**src/rtl/multicycle_controller_pkg.sv**
```systemverilog
// rtl/multicycle_controller_pkg.sv - shared encodings for the multi-cycle control FSM
// Purpose: state and instruction-class enums, pc_src/wb_sel encodings and
//          opcode field values used by the classifier and the controller.
// Ports:   none (package).
package multicycle_controller_pkg;

    typedef enum logic [2:0] {
        S_IDLE   = 3'd0,
        S_FETCH  = 3'd1,
        S_DECODE = 3'd2,
        S_EXEC   = 3'd3,
        S_MEM    = 3'd4,
        S_WB     = 3'd5,
        S_IOWAIT = 3'd6,
        S_HALT   = 3'd7
    } state_t;

    typedef enum logic [3:0] {
        C_NOP  = 4'd0,
        C_LD   = 4'd1,
        C_ST   = 4'd2,
        C_LI   = 4'd3,
        C_B    = 4'd4,
        C_BCC  = 4'd5,
        C_CALC = 4'd6,
        C_IN   = 4'd7,
        C_OUT  = 4'd8,
        C_HLT  = 4'd9
    } cls_t;

    // PC source select
    localparam logic [1:0] PC_INC = 2'b00;
    localparam logic [1:0] PC_JMP = 2'b01;
    localparam logic [1:0] PC_BR  = 2'b10;

    // Register file write-back source select
    localparam logic [1:0] WB_ALU = 2'b00;
    localparam logic [1:0] WB_MEM = 2'b01;
    localparam logic [1:0] WB_IMM = 2'b10;
    localparam logic [1:0] WB_IN  = 2'b11;

    // op1 major opcode groups
    localparam logic [1:0] OP1_LD  = 2'b00;
    localparam logic [1:0] OP1_ST  = 2'b01;
    localparam logic [1:0] OP1_IMM = 2'b10;
    localparam logic [1:0] OP1_ALU = 2'b11;

    // op2 sub-opcodes inside the OP1_IMM group
    localparam logic [2:0] OP2_LI  = 3'b000;
    localparam logic [2:0] OP2_B   = 3'b100;
    localparam logic [2:0] OP2_BCC = 3'b111;

    // op3 function codes inside the OP1_ALU group
    localparam logic [3:0] OP3_CALC_MAX = 4'b1011;
    localparam logic [3:0] OP3_IN       = 4'b1100;
    localparam logic [3:0] OP3_OUT      = 4'b1101;
    localparam logic [3:0] OP3_NOP      = 4'b1110;
    localparam logic [3:0] OP3_HLT      = 4'b1111;

    // States in which the watchdog counts consecutive non-ready cycles
    function automatic logic is_wait_state(input state_t s);
        return (s == S_FETCH) || (s == S_MEM) || (s == S_IOWAIT);
    endfunction

endpackage

```
**src/rtl/multicycle_controller_inst_classifier.sv**
```systemverilog
// rtl/multicycle_controller_inst_classifier.sv - combinational instruction decode
// Purpose: maps the IR word to an instruction class plus the static datapath
//          controls that depend only on the instruction.
// Ports:   inst    - IR contents
//          cls     - instruction class (cls_t encoding)
//          wb_sel  - write-back source for the class
//          reg_dst - 1: destination in inst[10:8], 0: inst[13:11]
//          alu_src - 1: ALU second operand is the immediate offset (LD/ST)
//          calc    - ALU-register operation (CALC class)
//          alu_op  - op1 field
module multicycle_controller_inst_classifier
    import multicycle_controller_pkg::*;
#(
    parameter int INST_W = 16
) (
    input  logic [INST_W-1:0] inst,
    output logic [3:0]        cls,
    output logic [1:0]        wb_sel,
    output logic              reg_dst,
    output logic              alu_src,
    output logic              calc,
    output logic [1:0]        alu_op
);

    logic [1:0] op1;
    logic [2:0] op2;
    logic [3:0] op3;
    cls_t       cls_d;

    assign op1 = inst[INST_W-1 -: 2];
    assign op2 = inst[INST_W-3 -: 3];
    assign op3 = inst[7:4];

    always_comb begin
        cls_d = C_NOP;
        case (op1)
            OP1_LD: cls_d = C_LD;
            OP1_ST: cls_d = C_ST;
            OP1_IMM: begin
                case (op2)
                    OP2_LI:  cls_d = C_LI;
                    OP2_B:   cls_d = C_B;
                    OP2_BCC: cls_d = C_BCC;
                    default: cls_d = C_NOP;
                endcase
            end
            default: begin
                // OP1_ALU: low function codes are ALU ops, the top four are special
                if (op3 <= OP3_CALC_MAX) begin
                    cls_d = C_CALC;
                end else begin
                    case (op3)
                        OP3_IN:  cls_d = C_IN;
                        OP3_OUT: cls_d = C_OUT;
                        OP3_HLT: cls_d = C_HLT;
                        default: cls_d = C_NOP;
                    endcase
                end
            end
        endcase
    end

    always_comb begin
        wb_sel = WB_ALU;
        case (cls_d)
            C_LD:    wb_sel = WB_MEM;
            C_LI:    wb_sel = WB_IMM;
            C_IN:    wb_sel = WB_IN;
            default: wb_sel = WB_ALU;
        endcase
    end

    assign cls     = cls_d;
    // Formats with op1[1]=1 keep op2 in [13:11], so their register field moves down
    assign reg_dst = op1[1];
    assign alu_src = ~op1[1];
    assign calc    = (cls_d == C_CALC);
    assign alu_op  = op1;

    // Register-number and immediate bits are consumed by the datapath, not here
    logic unused_inst;
    assign unused_inst = ^inst;

endmodule

```
**src/rtl/multicycle_controller.sv**
```systemverilog
// rtl/multicycle_controller.sv - multi-cycle control FSM with stall watchdog
// Purpose: sequences each instruction through FETCH/DECODE/EXEC/MEM/WB,
//          handles memory wait-states, IN/OUT handshakes, HLT/restart and a
//          watchdog that halts with fault on a stuck wait state.
// Ports:   clk, rst_n (async, active-low)
//          inst, imem_ready, dmem_ready, branch_taken, in_valid, out_ready, restart
//          imem_req, ir_write, pc_write, pc_src       - fetch / PC control
//          dmem_req, dmem_we                          - data memory access
//          reg_write, reg_dst, wb_sel                 - register write-back
//          alu_src, calc, alu_op                      - static ALU controls
//          in_ready, out_valid                        - IO handshake
//          halted, fault, state                       - debug / status
module multicycle_controller
    import multicycle_controller_pkg::*;
#(
    parameter int INST_W      = 16,
    parameter int STALL_LIMIT = 255,
    parameter int CNT_W       = 8
) (
    input  logic              clk,
    input  logic              rst_n,
    input  logic [INST_W-1:0] inst,
    input  logic              imem_ready,
    input  logic              dmem_ready,
    input  logic              branch_taken,
    input  logic              in_valid,
    input  logic              out_ready,
    input  logic              restart,
    output logic              imem_req,
    output logic              ir_write,
    output logic              pc_write,
    output logic [1:0]        pc_src,
    output logic              dmem_req,
    output logic              dmem_we,
    output logic              reg_write,
    output logic              reg_dst,
    output logic [1:0]        wb_sel,
    output logic              alu_src,
    output logic              calc,
    output logic [1:0]        alu_op,
    output logic              in_ready,
    output logic              out_valid,
    output logic              halted,
    output logic              fault,
    output logic [2:0]        state
);

    localparam logic [CNT_W-1:0] WDOG_LAST = CNT_W'(STALL_LIMIT - 1);

    state_t           state_q, state_d;
    logic [CNT_W-1:0] wdog_q;
    logic             fault_q;
    logic             waiting;
    logic             expire;

    logic [3:0]       cls_raw;
    cls_t             cls;
    logic [1:0]       cls_wb_sel;
    logic             c_reg_dst, c_alu_src, c_calc;
    logic [1:0]       c_alu_op;
    logic             ctrl_valid;

    multicycle_controller_inst_classifier #(
        .INST_W (INST_W)
    ) u_classifier (
        .inst    (inst),
        .cls     (cls_raw),
        .wb_sel  (cls_wb_sel),
        .reg_dst (c_reg_dst),
        .alu_src (c_alu_src),
        .calc    (c_calc),
        .alu_op  (c_alu_op)
    );

    assign cls = cls_t'(cls_raw);

    // IR is only meaningful after the fetch completes; keep static controls
    // quiet before that so nothing toggles during reset or fetch.
    assign ctrl_valid = (state_q != S_IDLE) && (state_q != S_FETCH);
    assign reg_dst    = ctrl_valid & c_reg_dst;
    assign alu_src    = ctrl_valid & c_alu_src;
    assign calc       = ctrl_valid & c_calc;
    assign alu_op     = ctrl_valid ? c_alu_op : 2'b00;

    always_comb begin
        state_d   = state_q;
        imem_req  = 1'b0;
        ir_write  = 1'b0;
        pc_write  = 1'b0;
        pc_src    = PC_INC;
        dmem_req  = 1'b0;
        dmem_we   = 1'b0;
        reg_write = 1'b0;
        wb_sel    = WB_ALU;
        in_ready  = 1'b0;
        out_valid = 1'b0;
        waiting   = is_wait_state(state_q);
        expire    = 1'b0;

        case (state_q)
            S_IDLE: state_d = S_FETCH;

            S_FETCH: begin
                imem_req = 1'b1;
                if (imem_ready) begin
                    ir_write = 1'b1;
                    pc_write = 1'b1;
                    state_d  = S_DECODE;
                end
            end

            S_DECODE: begin
                case (cls)
                    C_CALC, C_LD, C_ST, C_LI, C_B, C_BCC: state_d = S_EXEC;
                    C_IN, C_OUT:                          state_d = S_IOWAIT;
                    C_HLT:                                state_d = S_HALT;
                    default:                              state_d = S_FETCH;
                endcase
            end

            S_EXEC: begin
                case (cls)
                    C_LD, C_ST:   state_d = S_MEM;
                    C_CALC, C_LI: state_d = S_WB;
                    C_B: begin
                        pc_write = 1'b1;
                        pc_src   = PC_JMP;
                        state_d  = S_FETCH;
                    end
                    C_BCC: begin
                        pc_write = branch_taken;
                        pc_src   = branch_taken ? PC_BR : PC_INC;
                        state_d  = S_FETCH;
                    end
                    default:      state_d = S_FETCH;
                endcase
            end

            S_MEM: begin
                dmem_req = 1'b1;
                dmem_we  = (cls == C_ST);
                if (dmem_ready) begin
                    state_d = (cls == C_ST) ? S_FETCH : S_WB;
                end
            end

            S_WB: begin
                reg_write = 1'b1;
                wb_sel    = cls_wb_sel;
                state_d   = S_FETCH;
            end

            S_IOWAIT: begin
                if (cls == C_IN) begin
                    in_ready = 1'b1;
                    // The accepting cycle doubles as the write-back cycle
                    if (in_valid) begin
                        reg_write = 1'b1;
                        wb_sel    = WB_IN;
                        state_d   = S_FETCH;
                    end
                end else if (cls == C_OUT) begin
                    out_valid = 1'b1;
                    if (out_ready) begin
                        state_d = S_FETCH;
                    end
                end else begin
                    state_d = S_FETCH;
                end
            end

            S_HALT: begin
                if (restart) begin
                    state_d = S_FETCH;
                end
            end

            default: state_d = S_IDLE;
        endcase

        // Watchdog only fires when the wait state would otherwise hold; a
        // ready on the final allowed cycle has already moved state_d away.
        // Requests stay asserted that cycle, but no enable can fire without ready.
        if (waiting && (state_d == state_q) && (wdog_q == WDOG_LAST)) begin
            expire  = 1'b1;
            state_d = S_HALT;
        end
    end

    always_ff @(posedge clk or negedge rst_n) begin
        if (!rst_n) begin
            state_q <= S_IDLE;
            wdog_q  <= '0;
            fault_q <= 1'b0;
        end else begin
            state_q <= state_d;

            if ((state_d != state_q) || !waiting) begin
                wdog_q <= '0;
            end else begin
                wdog_q <= wdog_q + CNT_W'(1);
            end

            if (expire) begin
                fault_q <= 1'b1;
            end else if ((state_q == S_HALT) && restart) begin
                fault_q <= 1'b0;
            end
        end
    end

    assign halted = (state_q == S_HALT);
    assign fault  = fault_q;
    assign state  = state_q;

endmodule

```
**config.mk**
```make
export PLATFORM = sky130hd
export DESIGN_NAME = multicycle_controller
export DESIGN_NICKNAME = d
export VERILOG_FILES = /design/src/rtl/multicycle_controller_pkg.sv /design/src/rtl/multicycle_controller_inst_classifier.sv /design/src/rtl/multicycle_controller.sv
export SDC_FILE = /design/constraint.sdc
export NUM_CORES = 1
export LEC_CHECK = 0
export ABC_CLOCK_PERIOD_IN_PS = 1800
export BUFFER_PORTS_ARGS = -buffer_cell sky130_fd_sc_hd__buf_4
export CAP_MARGIN = 15
export CELL_PAD_IN_SITES_DETAIL_PLACEMENT = 1
export CELL_PAD_IN_SITES_GLOBAL_PLACEMENT = 1
export CORE_MARGIN = 1
export CORE_UTILIZATION = 30
export DETAILED_ROUTE_END_ITERATION = 10
export PLACE_DENSITY_LB_ADDON = 0.1
export SYNTH_ARGS = -nofsm -noshare
export SYNTH_HDL_FRONTEND = slang
export SYNTH_SLANG_ARGS = --single-unit
```
**constraint.sdc**
```tcl
create_clock -name clk -period 1.8 [get_ports clk]
set_clock_uncertainty 0.05 [all_clocks]
set_input_delay 0.18 -clock clk [delete_from_list [all_inputs] [get_ports clk]]
set_output_delay 0.18 -clock clk [all_outputs]
set_load 0.05 [all_outputs]
```
==> flow_summary_export.csv, run 1 <==
group,metric,value,unit
run_status,status,"complete, but fails checks",
run_status,violations,"setup timing",
timing,setup_slack,-0.287,ns
worst_setup_path,crit_chain,"buf_6 > nand2_2 > a41oi_2 > a211oi_4 > buf_4 > o22ai_2 > a211oi_4 > buf_6 > nor2_1",
layout,areaGrowthSynthToFinish,109,%
worst_setup_path,crit_slowest_cell,"dfrtp_2",
global_routing,antenna_found_initial,0,
logic_synthesis,synth_top_area_frac,0.267,
global_routing,gr-usage-met3,0.0453,
die,die_x,63.3,um
clock_network,cts.path.max_buffers,2,
timing,slew_violations,0,
logic_synthesis,synth_ff_type,"dfrtp_1",
die,initial_utilization,0.325,
drt,drtIter0Drc,76,
clock_network,cts_sinks,12,
clock_network,clk_latency,0.25,ns
layout,diodes,0,
die,rows,21,
die,coreArea,3470,um2
worst_setup_path,cp_top_family,"compound AO/OA/AOI/OAI gates",
global_routing,grt_pass1_wl,7860,um
placed_design,io_buffers,38,
logic_synthesis,yosys_warnings,0,
logic_synthesis,yosysTopAreaCell,"dfrtp_1",
layout,nets,275,
timing,hold_viol,0,
timing,rsz0062_at_grt,"yes",
global_routing,busiest_layer,"met2",
drt,final_antenna_net_count,0,
logic_synthesis,syn_inst,145,
timing,setup_viol,16,
die,ioPinCount,46,
pwr,p_leak,1.08,nW
global_routing,met2_usage,0.469,
logic_synthesis,netlist_area,1130,um2
placed_design,dp_cells,274,
layout,fin_cells,294,
worst_setup_path,start_kind,"register",
worst_setup_path,cp_slowest_stage_delay,0.47,ns
pwr,power_density,1210,nW/um2
drt,num_vias,1645,
logic_synthesis,synth_seq_cells,12,
logic_synthesis,synth_nets,171,
placed_design,dp.final_hpwl,3730,um
clock_network,cts-root-buf,"clkbuf_8",
clock_network,clk_pin_slew,0.05,ns
global_routing,overflow,0,
run,cap_violations,0,
clock_network,cts_made_buffers,3,
clock_network,htreeDepth,1,
die,die_h,63.3,um
logic_synthesis,synth_commonest_cells,"20 x nor2_1, 18 x nand2_1, 12 x dfrtp_1, 8 x inv_1",
drt,detail_route.first_pass.iterations,4,
worst_setup_path,crit_path_end_kind,"register",
drt,route.detailed.drc,0,
hold_path,min_path_type,"in2reg",
logic_synthesis,synth_area_per_cell,7.77,um2
timing,slew_headroom,0.750,
die,dieArea,4000,um2
pwr,peakVddDrop,0.714,mV
layout,drive_gt1_frac,0.641,
logic_synthesis,async_flop_share,1.00,
worst_setup_path,required,1.89,ns
logic_synthesis,synth-edff-count,0,
logic_synthesis,synth_cell_type_count,45,
drt,wl,6530,um
layout,nFillCells,400,
pwr,p_total,0.00285,W
timing,period_minus_slack,2.09,ns
drt,via_per_inst,5.60,
global_routing,grt_max_degree,13,
logic_synthesis,synth.area.top_cells,"dfrtp_1 27%, nor2_1 6.7%, nand2_1 6.0%, xnor2_1 4.7%, nand2b_1 3.9%",
worst_setup_path,criticalPathCategory,"reg2reg",
global_routing,first_global_vias,1631,
logic_synthesis,synth.most_common_cell,"nor2_1",
clock_network,cts_tree,"done",
worst_setup_path,path_max_fanout,6,
worst_setup_path,crit_buf_inv,3,
drt,wl_per_cell,22.2,um
global_routing,grt_use_total,0.254,
timing,worst_pin_slew,0.370,ns
timing,timing.fmax,0.479,GHz
global_routing,met1_usage,0.305,
worst_setup_path,cp.arrival,2.18,ns
timing,min_period_over_period,1.16,
logic_synthesis,ys_seq_area_frac,0.267,
placed_design,place_congestion,0.807,
layout,final_core_util,0.679,
==> routing by layer <==
layer | routed length, um | up-vias
li1 | - | 723
met1 | 2580 | 826
met2 | 3310 | 74
met3 | 384 | 22
met4 | 255 | 0
met5 | 0 | -
==> kinds of logic (layout without fill, tap and decap cells) <==
| family | Yosys count | in the layout | synth area share |
|---|---|---|---|
| multiplexers | 1 | 1 | 0.00889 |
| buffers and inverters | 15 | 118 | 0.0678 |
| flip-flops | 12 | 12 | 0.267 |
| AO/OA/AOI/OAI | 26 | 26 | 0.201 |
| AND/OR/NAND/NOR | 82 | 82 | 0.379 |
| XOR/XNOR | 7 | 7 | 0.0544 |
| adder cells (fa/ha/maj) | 2 | 2 | 0.0222 |
==> placed cells by master, fill, tap and decap left out, types with 4 or more instances in the layout <==
cell type	n
nand2_1	16
dfrtp_1	9
nand4_1	5
inv_1	5
buf_4	82
buf_6	21
nor2_1	14
xnor2_1	6
nand2b_1	4
nand3_1	6
==> per-stage QoR <==
step / TNS (ns) / instance area [um2] / worst slack (ns) / hold slack [ns]
after floorplan: -2.52 / 1300 / -0.232 / -0.166
after global placement: -1.60 / 1970 / -0.230 / -0.0263
after detailed placement: -2.31 / 1970 / -0.305 / -0.0204
after CTS: -1.67 / 2150 / -0.163 / 0.181
after global routing: -3.94 / 2360 / -0.372 / 0.207
final: -3.12 / 2360 / -0.287 / 0.174
==> path summary, 6_finish.rpt <==
path | end | depth (start not counted) | startpoint | slack, ns
max | wdog_q[4] | 9 | state[2] | -0.29
min | fault | 4 | restart | 0.17
max reg2reg | wdog_q[4] | 9 | state[2] | -0.29
min reg2reg | fault | 2 | fault | 0.44
max in group asynchronous | state[1] | 2 | rst_n | 1.26
min in group asynchronous | wdog_q[2] | 2 | rst_n | 0.27
==> repair_timing <==
action / in CTS / in global routing
endpoints found under the setup margin: 16 / 23
pin swaps: 6 / 12
hold buffers: 1 / 0
setup buffers: 6 / 11
endpoints found under the hold margin: 12 / 0
resized for setup: 20 / 36
==> report_power, final <==
group	internal, W	total (W)	switching (W)
clock network	0.000156	0.000260	0.000104
logic	0.000988	0.00220	0.00122
registers	0.000316	0.000386	0.0000696
total	0.00146	0.00285	0.00139
==> flip-flops by register name, summed over array words and instances (netlist names) <==
register,flops
fault,1
wdog_q,8
state,3
==> worst min-delay path: stages <==
cell	delay (ns)
buf_4	0.08
nand2_1	0.04
nand2_1	0.07
nand2_1	0.05
==> final cells by class <==
| cell class | count | area, um2 | share of cell area |
|---|---|---|---|
| Clock buffer | 4 | 45.0 | 0.0191 |
| Inverter | 8 | 30.0 | 0.0127 |
| Multi-Input combinational cell | 118 | 1030 | 0.436 |
| Sequential cell | 12 | 304 | 0.129 |
| Tap cell | 46 | 57.6 | 0.0244 |
| Timing Repair Buffer | 106 | 892 | 0.379 |
Note: power is estimated with default switching activity, not from simulation.
==> run 2: changes to the inputs <==
Settings changed: SKIP_CTS_REPAIR_TIMING from default to 1.
==> flow_summary_export.csv, run 2 (synthesis gave the netlist of run 1 again) <==
group,metric,value,unit
layout,fin_cells,290,
pwr,power_density,1180,nW/um2
worst_setup_path,cp_slowest_stage_delay,0.47,ns
die,initial_utilization,0.325,
clock_network,cts.path.max_buffers,2,
timing,setup_slack,-0.301,ns
placed_design,dp.final_hpwl,3730,um
die,rows,21,
layout,final_cell_area,2340,um2
global_routing,grt_pass1_wl,7470,um
clock_network,htreeDepth,1,
worst_setup_path,cp.arrival,2.18,ns
die,ioPinCount,46,
layout,drive_gt1_frac,0.643,
placed_design,place_ws,-0.305,ns
layout,diodes,0,
worst_setup_path,start_kind,"register",
worst_setup_path,crit_path_end_kind,"register",
die,die_h,63.3,um
run_status,violations,"setup timing",
placed_design,place_congestion,0.807,
worst_setup_path,criticalPathCategory,"reg2reg",
timing,worst_pin_slew,0.354,ns
global_routing,antenna_found_initial,0,
drt,detail_route.first_pass.iterations,4,
placed_design,io_buffers,38,
die,dieArea,4000,um2
timing,timing.fmax,0.476,GHz
drt,wl,6090,um
worst_setup_path,path_max_fanout,8,
timing,period_minus_slack,2.10,ns
die,coreArea,3470,um2
layout,final_core_util,0.674,
timing,rsz0062_at_grt,"yes",
worst_setup_path,crit_slowest_cell,"dfrtp_2",
worst_setup_path,reg2reg_setup_slack,-0.30,ns
global_routing,grt_max_degree,13,
clock_network,cts-root-buf,"clkbuf_8",
clock_network,cts_tree,"done",
drt,via_per_inst,5.34,
layout,regMostFlops,"wdog_q",
timing,setup_viol,16,
drt,route.detailed.drc,0,
layout,largest_reg_flops,8,
timing,fin_hold_ws,0.233,ns
timing,min_period_over_period,1.17,
timing,hold_viol,0,
layout,areaGrowthSynthToFinish,108,%
pwr,peakVddDrop,0.774,mV
layout,final_common_cell,"buf_4",
die,die_x,63.3,um
layout,final_cell_mix,"87 x buf_4, 16 x nand2_1, 12 x nor2_1, 12 x buf_6, 9 x dfrtp_1",
clock_network,cts_made_buffers,3,
worst_setup_path,cp_top_family,"compound AO/OA/AOI/OAI gates",
layout,nets,271,
worst_setup_path,required,1.88,ns
global_routing,first_global_vias,1553,
clock_network,cts_sinks,12,
drt,wl_per_cell,21.0,um
global_routing,overflow,0,
pwr,p_leak,1.07,nW
drt,num_vias,1549,
global_routing,grt_use_total,0.240,
worst_setup_path,crit_chain,"buf_6 > nand2_4 > a41oi_4 > a211oi_4 > a211oi_4 > a211oi_4 > buf_6 > nor2_1",
placed_design,placed_cell_area,1970,um2
timing,slew_violations,0,
worst_setup_path,crit_top_cell,"a211oi_4",
run_status,status,"complete, but fails checks",
hold_path,min_path_type,"in2reg",
clock_network,clk_pin_slew,0.06,ns
worst_setup_path,crit_buf_inv,2,
placed_design,dp_cells,274,
run,cap_violations,0,
clock_network,clk_latency,0.25,ns
drt,final_antenna_net_count,0,
timing,slew_headroom,0.760,
drt,drtIter0Drc,81,
## run 2: changes by cell type in the layout (fill, tap and decap cells not counted), moves of 2 or more
cell | previous run | this run
nor2_4 | 3 | 5
buf_6 | 21 | 12
and3_4 | 2 | 0
buf_4 | 82 | 87
nor2_1 | 14 | 12
## run 2: final cells by class
cell class / count / area [um2]
repair buffers: 102 / 828
clock buffers: 4 / 45.0
well taps: 46 / 57.6
flip-flops and latches: 12 / 304
multi-input cells: 118 / 1070
inverters: 8 / 30.0
fillers: 397 / 1130
## run 2: path summary, 6_finish.rpt
| check | start | cells after the start | to |
|---|---|---|---|
| min reg2reg | fault | 2 | fault |
| min | restart | 4 | fault |
| min in group asynchronous | rst_n | 2 | wdog_q[1] |
| max | state[2] | 8 | wdog_q[4] |
| max reg2reg | state[2] | 8 | wdog_q[4] |
| max in group asynchronous | rst_n | 2 | state[1] |
## run 2: through the flow
stage,TNS [ns],total power [W]
3_3_place_gp,-1.60,0.00196
6_report,-2.70,0.00275
5_1_grt,-3.94,0.00285
2_1_floorplan,-2.52,0.00133
4_1_cts,-2.35,0.00229
3_5_place_dp,-2.31,0.00202
## run 2: tightest hold or removal path, delay by kind of cell
| family | cells | cell delay, ns |
|---|---|---|
| AND/OR/NAND/NOR | 3 | 0.20 |
| buffers and inverters | 1 | 0.08 |
## run 2: metal layers
| layer | vias to the layer above | global-route usage | part of all wire |
|---|---|---|---|
| met2 | 55 | 0.437 | 0.51 |
| met1 | 762 | 0.297 | 0.42 |
| met3 | 15 | 0.0435 | 0.046 |
| li1 | 717 | - | - |
| met5 | - | 0 | 0 |
| met4 | 0 | 0.0341 | 0.030 |
## run 2: power breakdown
group / internal (W) / switching (W)
Clock: 0.000156 / 0.000103
Sequential: 0.000316 / 0.0000684
Combinational: 0.000915 / 0.00119
Total: 0.00139 / 0.00136
==> run 3: changes to the inputs <==
Settings changed: CELL_PAD_IN_SITES_DETAIL_PLACEMENT 1 to 0, CELL_PAD_IN_SITES_GLOBAL_PLACEMENT 1 to 2, CORE_UTILIZATION 30 to 23.
==> flow_summary_export.csv, run 3 (synthesis gave the netlist of run 1 again) <==
group,metric,value,unit
run_status,status,"complete, but fails checks",
run_status,violations,"setup timing",
timing,fin_hold_ws,0.166,ns
layout,largest_reg_flops,8,
clock_network,cts-root-buf,"clkbuf_8",
timing,setup_viol,13,
layout,final_cell_mix,"83 x buf_4, 17 x nand2_1, 16 x nor2_1",
worst_setup_path,crit_chain,"nand2b_4 > buf_6 > or4_4 > o21ai_4 > buf_6",
global_routing,met2_usage,0.298,
worst_setup_path,path_max_fanout,7,
worst_setup_path,cp_slowest_stage_delay,0.54,ns
layout,nets,264,
pwr,p_leak,1.01,nW
timing,slew_headroom,0.793,
drt,via_per_inst,4.58,
timing,setup_slack,-0.173,ns
pwr,peakVddDrop,0.624,mV
worst_setup_path,crit_slowest_cell,"or4_4",
clock_network,cts_tree,"done",
clock_network,clk_pin_slew,0.05,ns
global_routing,gr-usage-met3,0.0167,
drt,num_vias,1391,
pwr,power_density,1110,nW/um2
worst_setup_path,required,1.57,ns
layout,drive_gt1_frac,0.578,
drt,final_antenna_net_count,0,
global_routing,grt_pass1_wl,6380,um
pwr,p_sw_frac,0.462,
layout,regMostFlops,"wdog_q",
pwr,seq_power_share,0.151,
die,initial_utilization,0.238,
pwr,p_sw,0.00112,W
drt,wl,3910,um
die,die_x,72.0,um
clock_network,cts_made_buffers,3,
drt,wl_per_cell,12.9,um
timing,hold_viol,0,
worst_setup_path,crit_top_cell,"buf_6",
layout,areaGrowthSynthToFinish,94.4,%
global_routing,first_global_vias,1388,
timing,timing.fmax,0.507,GHz
global_routing,antenna_found_initial,0,
die,coreArea,4720,um2
timing,worst_pin_slew,0.310,ns
pwr,clock_power_share,0.118,
die,dieArea,5180,um2
timing,rsz0062_at_grt,"yes",
placed_design,io_buffers,38,
placed_design,dp_cells,295,
timing,min_period_over_period,1.10,
die,rows,25,
clock_network,htreeDepth,1,
global_routing,overflow,0,
global_routing,met1_usage,0.188,
layout,fin_cells,304,
placed_design,dp.final_hpwl,3260,um
pwr,p_total,0.00243,W
worst_setup_path,cp.arrival,1.74,ns
hold_path,min_path_type,"in2reg",
layout,final_cell_area,2190,um2
clock_network,cts_sinks,12,
layout,final_common_cell,"buf_4",
timing,period_minus_slack,1.97,ns
global_routing,grt_max_degree,13,
drt,drtIter0Drc,45,
worst_setup_path,crit_path_end_kind,"primary output",
clock_network,clk_latency,0.24,ns
die,ioPinCount,46,
run,cap_violations,0,
placed_design,placed_cell_area,2010,um2
worst_setup_path,start_kind,"register",
placed_design,place_congestion,0.820,
worst_setup_path,criticalPathCategory,"reg2out",
drt,route.detailed.drc,0,
pwr,p_int,0.00131,W
timing,slew_violations,0,
clock_network,cts.path.max_buffers,2,
drt,detail_route.first_pass.iterations,4,
layout,diodes,0,
die,die_h,72.0,um
global_routing,busiest_layer,"met2",
global_routing,grt_use_total,0.157,
pwr,p_comb_frac,0.732,
## run 3: cell types whose count changed in the layout (fill, tap and decap cells not counted), moves of 2 or more
| cell | before | now |
|---|---|---|
| buf_4 | 87 | 83 |
| nor2_1 | 12 | 16 |
| nor2_4 | 5 | 1 |
| buf_6 | 12 | 9 |
| inv_1 | 6 | 8 |
| inv_2 | 2 | 0 |
| nand2_4 | 2 | 0 |
| nand3_4 | 2 | 0 |
| nor3_1 | 0 | 2 |
## run 3: layout make-up
cell class	instances	area, um2
fill	446	2530
multi-input combinational	118	947
timing repair buffer	95	769
sequential	12	304
tap	67	83.8
clock buffer	4	55.1
inverter	8	30.0
## run 3: final timing paths
check / from / endpoint / slack [ns] / cells past startpoint
worst min register to register: fault / fault / 0.42 / 2
max in group asynchronous: rst_n / state[1] / 1.27 / 2
worst max-delay path: state[1] / wb_sel[1] / -0.17 / 5
min in group asynchronous: rst_n / wdog_q[2] / 0.26 / 2
worst max register to register: state[1] / wdog_q[7] / -0.12 / 8
worst min-delay path: restart / fault / 0.17 / 4
## run 3: power groups by stage
stage | Sequential (W) | Clock (W) | Combinational, W
2_1_floorplan | 0.000456 | 0 | 0.000879
3_3_place_gp | 0.000373 | 0 | 0.00159
3_5_place_dp | 0.000373 | 0 | 0.00161
4_1_cts | 0.000369 | 0.000299 | 0.00161
5_1_grt | 0.000374 | 0.000313 | 0.00189
6_report | 0.000366 | 0.000286 | 0.00178
## run 3: stage by stage
stage / setup slack, ns / util / TNS, ns
6_report: -0.173 / 0.464 / -1.38
5_1_grt: -0.218 / 0.464 / -2.36
4_1_cts: -0.284 / 0.437 / -2.40
3_5_place_dp: -0.206 / 0.425 / -1.71
3_3_place_gp: -0.228 / 0.425 / -1.70
2_1_floorplan: -0.232 / - / -2.52
## run 3: critical path, delay by kind of cell, from the launching register on
family          cells  cell delay, ns
compound gates      1            0.08
buf+inv             2            0.28
flops               1            0.45
simple gates        2            0.70
## run 3: routing by layer
layer | share of wire | up-vias | wire (um)
met4 | 0.0087 | 0 | 34
met5 | 0 | - | 0
met2 | 0.54 | 26 | 2120
li1 | - | 703 | -
met3 | 0.028 | 4 | 108
met1 | 0.42 | 658 | 1650
